===== src/rtl/cal_eep_spi_slave.sv =====
// rtl/cal_eep_spi_slave.sv - SPI responder for the 64x8 calibration EEPROM
// Frames are {op, addr, data}, MSB first; writes commit only when SS_n deasserts.
module cal_eep_spi_slave #(
   parameter int unsigned        ADDR_W   = 6,
   parameter int unsigned        DATA_W   = 8,
   parameter logic [DATA_W-1:0]  FILL_VAL = '0
) (
   input  logic clk,
   input  logic rst,
   input  logic SS_n,
   input  logic SCLK,
   input  logic MOSI,
   output logic MISO,
   output logic MISO_en,
   output logic wr_done,
   output logic rd_done,
   output logic frame_err
);

   localparam int unsigned HDR_W   = 2 + ADDR_W;
   localparam int unsigned FRAME_W = HDR_W + DATA_W;
   localparam int unsigned RX_W    = (HDR_W > DATA_W) ? HDR_W : DATA_W;
   localparam int unsigned CNT_W   = $clog2(FRAME_W + 1);
   localparam int          DEPTH   = 1 << ADDR_W;

   localparam logic [CNT_W-1:0] HDR_CNT   = CNT_W'(HDR_W);
   localparam logic [CNT_W-1:0] FRAME_CNT = CNT_W'(FRAME_W);
   localparam logic [CNT_W-1:0] CNT_ONE   = CNT_W'(1);

   localparam logic [1:0] OP_READ  = 2'b00;
   localparam logic [1:0] OP_WRITE = 2'b01;

   typedef enum logic [1:0] {
      S_IDLE,
      S_HDR,
      S_DATA,
      S_TAIL
   } state_t;

   // Synchronisers; the third SCLK and SS_n flops give edge detection.
   logic ss_s1_q, ss_s2_q, ss_s3_q;
   logic sclk_s1_q, sclk_s2_q, sclk_s3_q;
   logic mosi_s1_q, mosi_s2_q;

   always_ff @(posedge clk or posedge rst) begin
      if (rst) begin
         ss_s1_q   <= 1'b1;
         ss_s2_q   <= 1'b1;
         ss_s3_q   <= 1'b1;
         sclk_s1_q <= 1'b0;
         sclk_s2_q <= 1'b0;
         sclk_s3_q <= 1'b0;
         mosi_s1_q <= 1'b0;
         mosi_s2_q <= 1'b0;
      end else begin
         ss_s1_q   <= SS_n;
         ss_s2_q   <= ss_s1_q;
         ss_s3_q   <= ss_s2_q;
         sclk_s1_q <= SCLK;
         sclk_s2_q <= sclk_s1_q;
         sclk_s3_q <= sclk_s2_q;
         mosi_s1_q <= MOSI;
         mosi_s2_q <= mosi_s1_q;
      end
   end

   logic ss_fall, ss_rise, sclk_rise, sclk_fall;
   assign ss_fall   =  ss_s3_q & ~ss_s2_q;
   assign ss_rise   = ~ss_s3_q &  ss_s2_q;
   assign sclk_rise =  sclk_s2_q & ~sclk_s3_q & ~ss_s2_q;
   assign sclk_fall = ~sclk_s2_q &  sclk_s3_q & ~ss_s2_q;

   state_t              state_q, state_d;
   logic [CNT_W-1:0]    cnt_q, cnt_d;
   logic [RX_W-1:0]     rx_q, rx_d;
   logic [DATA_W-1:0]   tx_q, tx_d;
   logic [1:0]          op_q, op_d;
   logic [ADDR_W-1:0]   addr_q, addr_d;
   logic                ovl_q, ovl_d;
   logic                miso_q, miso_d;
   logic                wr_done_q, wr_done_d;
   logic                rd_done_q, rd_done_d;
   logic                frame_err_q, frame_err_d;

   logic [DATA_W-1:0]   mem_q [DEPTH];
   logic                mem_we;
   logic [RX_W-1:0]     rx_shift;
   logic [CNT_W-1:0]    cnt_inc;
   logic                frame_ok;

   always_comb begin
      state_d     = state_q;
      cnt_d       = cnt_q;
      rx_d        = rx_q;
      tx_d        = tx_q;
      op_d        = op_q;
      addr_d      = addr_q;
      ovl_d       = ovl_q;
      miso_d      = miso_q;
      wr_done_d   = 1'b0;
      rd_done_d   = 1'b0;
      frame_err_d = 1'b0;
      mem_we      = 1'b0;
      rx_shift    = {rx_q[RX_W-2:0], mosi_s2_q};
      cnt_inc     = cnt_q + CNT_ONE;
      frame_ok    = (cnt_q == FRAME_CNT) && !ovl_q;

      if (state_q == S_IDLE) begin
         miso_d = 1'b0;
         if (ss_fall) begin
            cnt_d   = '0;
            rx_d    = '0;
            tx_d    = '0;
            ovl_d   = 1'b0;
            state_d = S_HDR;
         end
      end else if (ss_rise) begin
         // Frame end outranks any SCLK edge seen in the same cycle.
         state_d = S_IDLE;
         miso_d  = 1'b0;
         if (frame_ok && op_q == OP_WRITE) begin
            mem_we    = 1'b1;
            wr_done_d = 1'b1;
         end else if (frame_ok && op_q == OP_READ) begin
            rd_done_d = 1'b1;
         end else begin
            frame_err_d = 1'b1;
         end
      end else if (sclk_rise) begin
         case (state_q)
            S_HDR: begin
               rx_d  = rx_shift;
               cnt_d = cnt_inc;
               if (cnt_inc == HDR_CNT) begin
                  op_d    = rx_shift[HDR_W-1 -: 2];
                  addr_d  = rx_shift[ADDR_W-1:0];
                  if (rx_shift[HDR_W-1 -: 2] == OP_READ)
                     tx_d = mem_q[rx_shift[ADDR_W-1:0]];
                  state_d = S_DATA;
               end
            end
            S_DATA: begin
               rx_d  = rx_shift;
               cnt_d = cnt_inc;
               if (cnt_inc == FRAME_CNT)
                  state_d = S_TAIL;
            end
            default: ovl_d = 1'b1;
         endcase
      end else if (sclk_fall && state_q == S_DATA && op_q == OP_READ) begin
         miso_d = tx_q[DATA_W-1];
         tx_d   = {tx_q[DATA_W-2:0], 1'b0};
      end
   end

   always_ff @(posedge clk or posedge rst) begin
      if (rst) begin
         state_q     <= S_IDLE;
         cnt_q       <= '0;
         rx_q        <= '0;
         tx_q        <= '0;
         op_q        <= '0;
         addr_q      <= '0;
         ovl_q       <= 1'b0;
         miso_q      <= 1'b0;
         wr_done_q   <= 1'b0;
         rd_done_q   <= 1'b0;
         frame_err_q <= 1'b0;
      end else begin
         state_q     <= state_d;
         cnt_q       <= cnt_d;
         rx_q        <= rx_d;
         tx_q        <= tx_d;
         op_q        <= op_d;
         addr_q      <= addr_d;
         ovl_q       <= ovl_d;
         miso_q      <= miso_d;
         wr_done_q   <= wr_done_d;
         rd_done_q   <= rd_done_d;
         frame_err_q <= frame_err_d;
      end
   end

   always_ff @(posedge clk or posedge rst) begin
      if (rst) begin
         for (int i = 0; i < DEPTH; i++)
            mem_q[i] <= FILL_VAL;
      end else if (mem_we) begin
         mem_q[addr_q] <= rx_q[DATA_W-1:0];
      end
   end

   assign MISO      = miso_q;
   assign MISO_en   = ~ss_s2_q;
   assign wr_done   = wr_done_q;
   assign rd_done   = rd_done_q;
   assign frame_err = frame_err_q;

endmodule

===== config.mk =====
export PLATFORM = sky130hd
export DESIGN_NAME = cal_eep_spi_slave
export DESIGN_NICKNAME = d
export VERILOG_FILES = /design/src/rtl/cal_eep_spi_slave.sv
export SDC_FILE = /design/constraint.sdc
export NUM_CORES = 1
export LEC_CHECK = 0
export CAP_MARGIN = 20
export CORE_ASPECT_RATIO = 0.8
export CORE_MARGIN = 2
export CORE_UTILIZATION = 65
export DETAILED_ROUTE_END_ITERATION = 8
export PLACE_DENSITY_LB_ADDON = 0.1
export SLEW_MARGIN = 20
export SYNTH_ARGS = -nofsm -noshare
export SYNTH_HDL_FRONTEND = slang
export SYNTH_SLANG_ARGS = --single-unit

===== constraint.sdc =====
create_clock -name clk -period 36.9 [get_ports clk]
set_input_delay 7.38 -clock clk [delete_from_list [all_inputs] [get_ports clk]]
set_output_delay 7.38 -clock clk [all_outputs]
set_load 0.01 [all_outputs]

==> flow_summary.yaml <==
synth:
  synthDistinctLibCells: 52
  yosysTopAreaCellShare_pct: 54.0
  async_reset_ff_share_pct: 100
  synth-edff-count: 0
  syn_nets: 1803
  synthMostInstantiatedCell: "dfrtp_1"
  syn_area_um2: 25600
  ys_seq_elements: 556
  syn_inst: 1792
  yosysWarnings: 0
  ys_seq_area_share_pct: 54.3
  synth_ff_type: "dfrtp_1"
  yosysTopAreaCell: "dfrtp_1"
  avgSynthCellArea_um2: 14.3
  synth_area_leaders: "dfrtp_1, mux2_2, mux4_2"
  synth_common_cells: "dfrtp_1, mux2_2, mux2i_1"
clock_network:
  cts_buffers: 54
  cts_resized: 0
  cts_num_sinks: 556
  cts-root-buf: "clkbuf_16"
  clk_pin_slew_ns: 0.06
  holdBufCountCts: 0
  clock_path_buffers: 3
  clk-insertion-delay-late_ns: 0.59
  cts_max_level: 2
  post-cts-setup-buffer-count: 0
  cts_tree: "yes"
hold_path:
  hold_end: "mosi_s2_q"
  hold_depth: 0
  min-delay-start: "mosi_s1_q"
  hp-class: "reg2reg"
routing:
  drc: 0
  drt-total-wl_mm: 59.1
  num_vias: 15100
  wl_per_cell_um: 25.5
  drt_first_pass_iters: 6
  drt_iter0_drc: 1240
  vias_per_cell: 6.50
  detail-route-antenna-nets: 0
layout:
  final_area_um2: 28000
  n_antenna_cell: 0
  stdcell_count: 2321
  final_layout_size_suffix_gt1_share_pct: 42.9
  area_growth_pct: 9.12
  nets: 1753
sta:
  fin_crit_sh_pct: 25.8
  fin_tns_setup_ns: 0
  rsz0062_at_grt: "no"
  hold_viol_final: 0
  period_minus_slack_ns: 9.53
  setup_viol: 0
  slew_headroom_pct: 27.4
  fin_skew_ns: 0.0159
  tightest_slew_ns: 1.09
  report.final.slew_viol_count: 0
  whs_ns: 0.356
  fmaxAchievable_mhz: 105
global_route:
  grt_pass1_wl_mm: 92.5
  grt_overflow_total: 0
  grt_max_degree: 177
  grt_pass1_vias: 15200
  track_usage_pct: 29.8
  antenna_found_initial: 0
floorplan:
  initial_core_util_pct: 65.4
  die-width_um: 226
  die_area_um2: 41100
  core_um2: 39200
  io_pins: 10
  row_count: 65
  die_y_um: 182
critical_path:
  r2r_slack_ns: 32.53
  r2r_start: "mosi_s2_q"
  worstSetupEndpointType: "async pin"
  ff2ff_path_depth: 8
  arrival_ns: 10.09
  path_max_fanout: 176
  r2r_end: "tx_q[5]"
  slowest_delay_ns: 0.88
  crit_required_ns: 37.46
  criticalPathCategory: "in2async"
  worstSetupStartpointType: "input pin"
  path_cells: "clkdlybuf4s50_1, clkinv_8, buf_12, buf_4"
  cp_slowest_cell: "buf_4"
run_status:
  outcome: "finished clean"
placement:
  io_buffers: 9
  dpl.cell_count: 2222
  place_area_um2: 26100
  dp_hpwl_mm: 35.9
  gp_congestion: 0.836
pwr:
  power.density_nw_per_um2: 47.5
  power_leakage_uw: 0.0135
  peakVddDrop_mv: 0.0387
flow_run:
  maxCapViolCount: 0
-- registers in the layout (all words and copies together) (netlist names), 2 cells and up --
register and cells:
addr_q 6, cnt_q 5, mem_q 512, op_q 2, rx_q 8, state_q 2
tx_q 8
-- final cells by class --
type	instances	area (um^2)
tap	536	671
inverter	8	42.5
multi-input combinational	1090	11200
fill	2660	11200
clock inverter	11	139
timing repair buffer	32	288
sequential	556	13900
clock buffer	88	1740
-- how the worst max path moves through the flow --
stage,from,end,slack [ns]
after floorplan,rst,MISO,13.98
after global placement,rst,mem_q[197],26.45
after detailed placement,rst,mem_q[355],26.40
after CTS,rst,mem_q[355],27.01
after global routing,rst,mem_q[466],26.88
final,rst,mem_q[213],27.37
-- critical path, delay by kind of cell --
| family | cells | cell delay [ns] |
|---|---|---|
| buffers and inverters | 4 | 2.46 |
-- stage by stage --
step / setup WS, ns / utilization [%] / total power, uW
global route: 26.88 / 71.4 / 1370
CTS: 27.01 / 71.4 / 1340
finish: 27.37 / 71.4 / 1330
floorplan: 13.98 / - / 719
global placement: 26.45 / 66.6 / 762
detailed placement: 26.40 / 66.6 / 764
-- power breakdown --
group / switching, uW / internal (uW)
combinational: 82.8 / 41.3
sequential: 14.2 / 616
clock: 233 / 342
-- logic make-up (layout without fill, tap and decap cells) --
group           count (synthesis)  after routing  synth area share, %
flops                         556            556                 54.3
mux                           740            740                 34.8
xor+xnor                        2              2               0.0683
simple gates                  195            195                 4.30
fa+ha+maj                       6              6                0.293
buf+inv                       146            139                 2.24
compound gates                147            147                 4.05
-- cell usage in the layout, fill, tap and decap left out, drive strengths merged, types with 3 or more instances in the layout --
master         instances
a211oi                 5
a21oi                 20
a221oi                22
a22o                  20
a22oi                 26
a31oi                  4
and2                   4
and3                   3
buf                   23
bufinv                 3
clkbuf                88
clkdlybuf4s50          9
clkinv                 7
dfrtp                553
dfstp                  3
ha                     6
inv                    8
mux2                 530
mux2i                142
mux4                  68
nand2                 55
nand2b                10
nand3                 17
nand3b                 4
nand4                  3
nor2                  60
nor2b                  8
nor3                   8
nor3b                  5
nor4b                  3
o2111ai                3
o21ai                 26
o22ai                  9
o31a                   3
or3                    5
or3b                   3
-- routing by layer --
layer | up-vias | GRT usage, % | share of wire (%)
met3 | 83 | 6.93 | 7.3
met2 | 459 | 45.1 | 47
met4 | 0 | 6.58 | 1.7
met1 | 8045 | 44.6 | 44
met5 | - | 0 | 0
li1 | 6501 | - | -
Note: power is estimated with default switching activity, not from simulation.
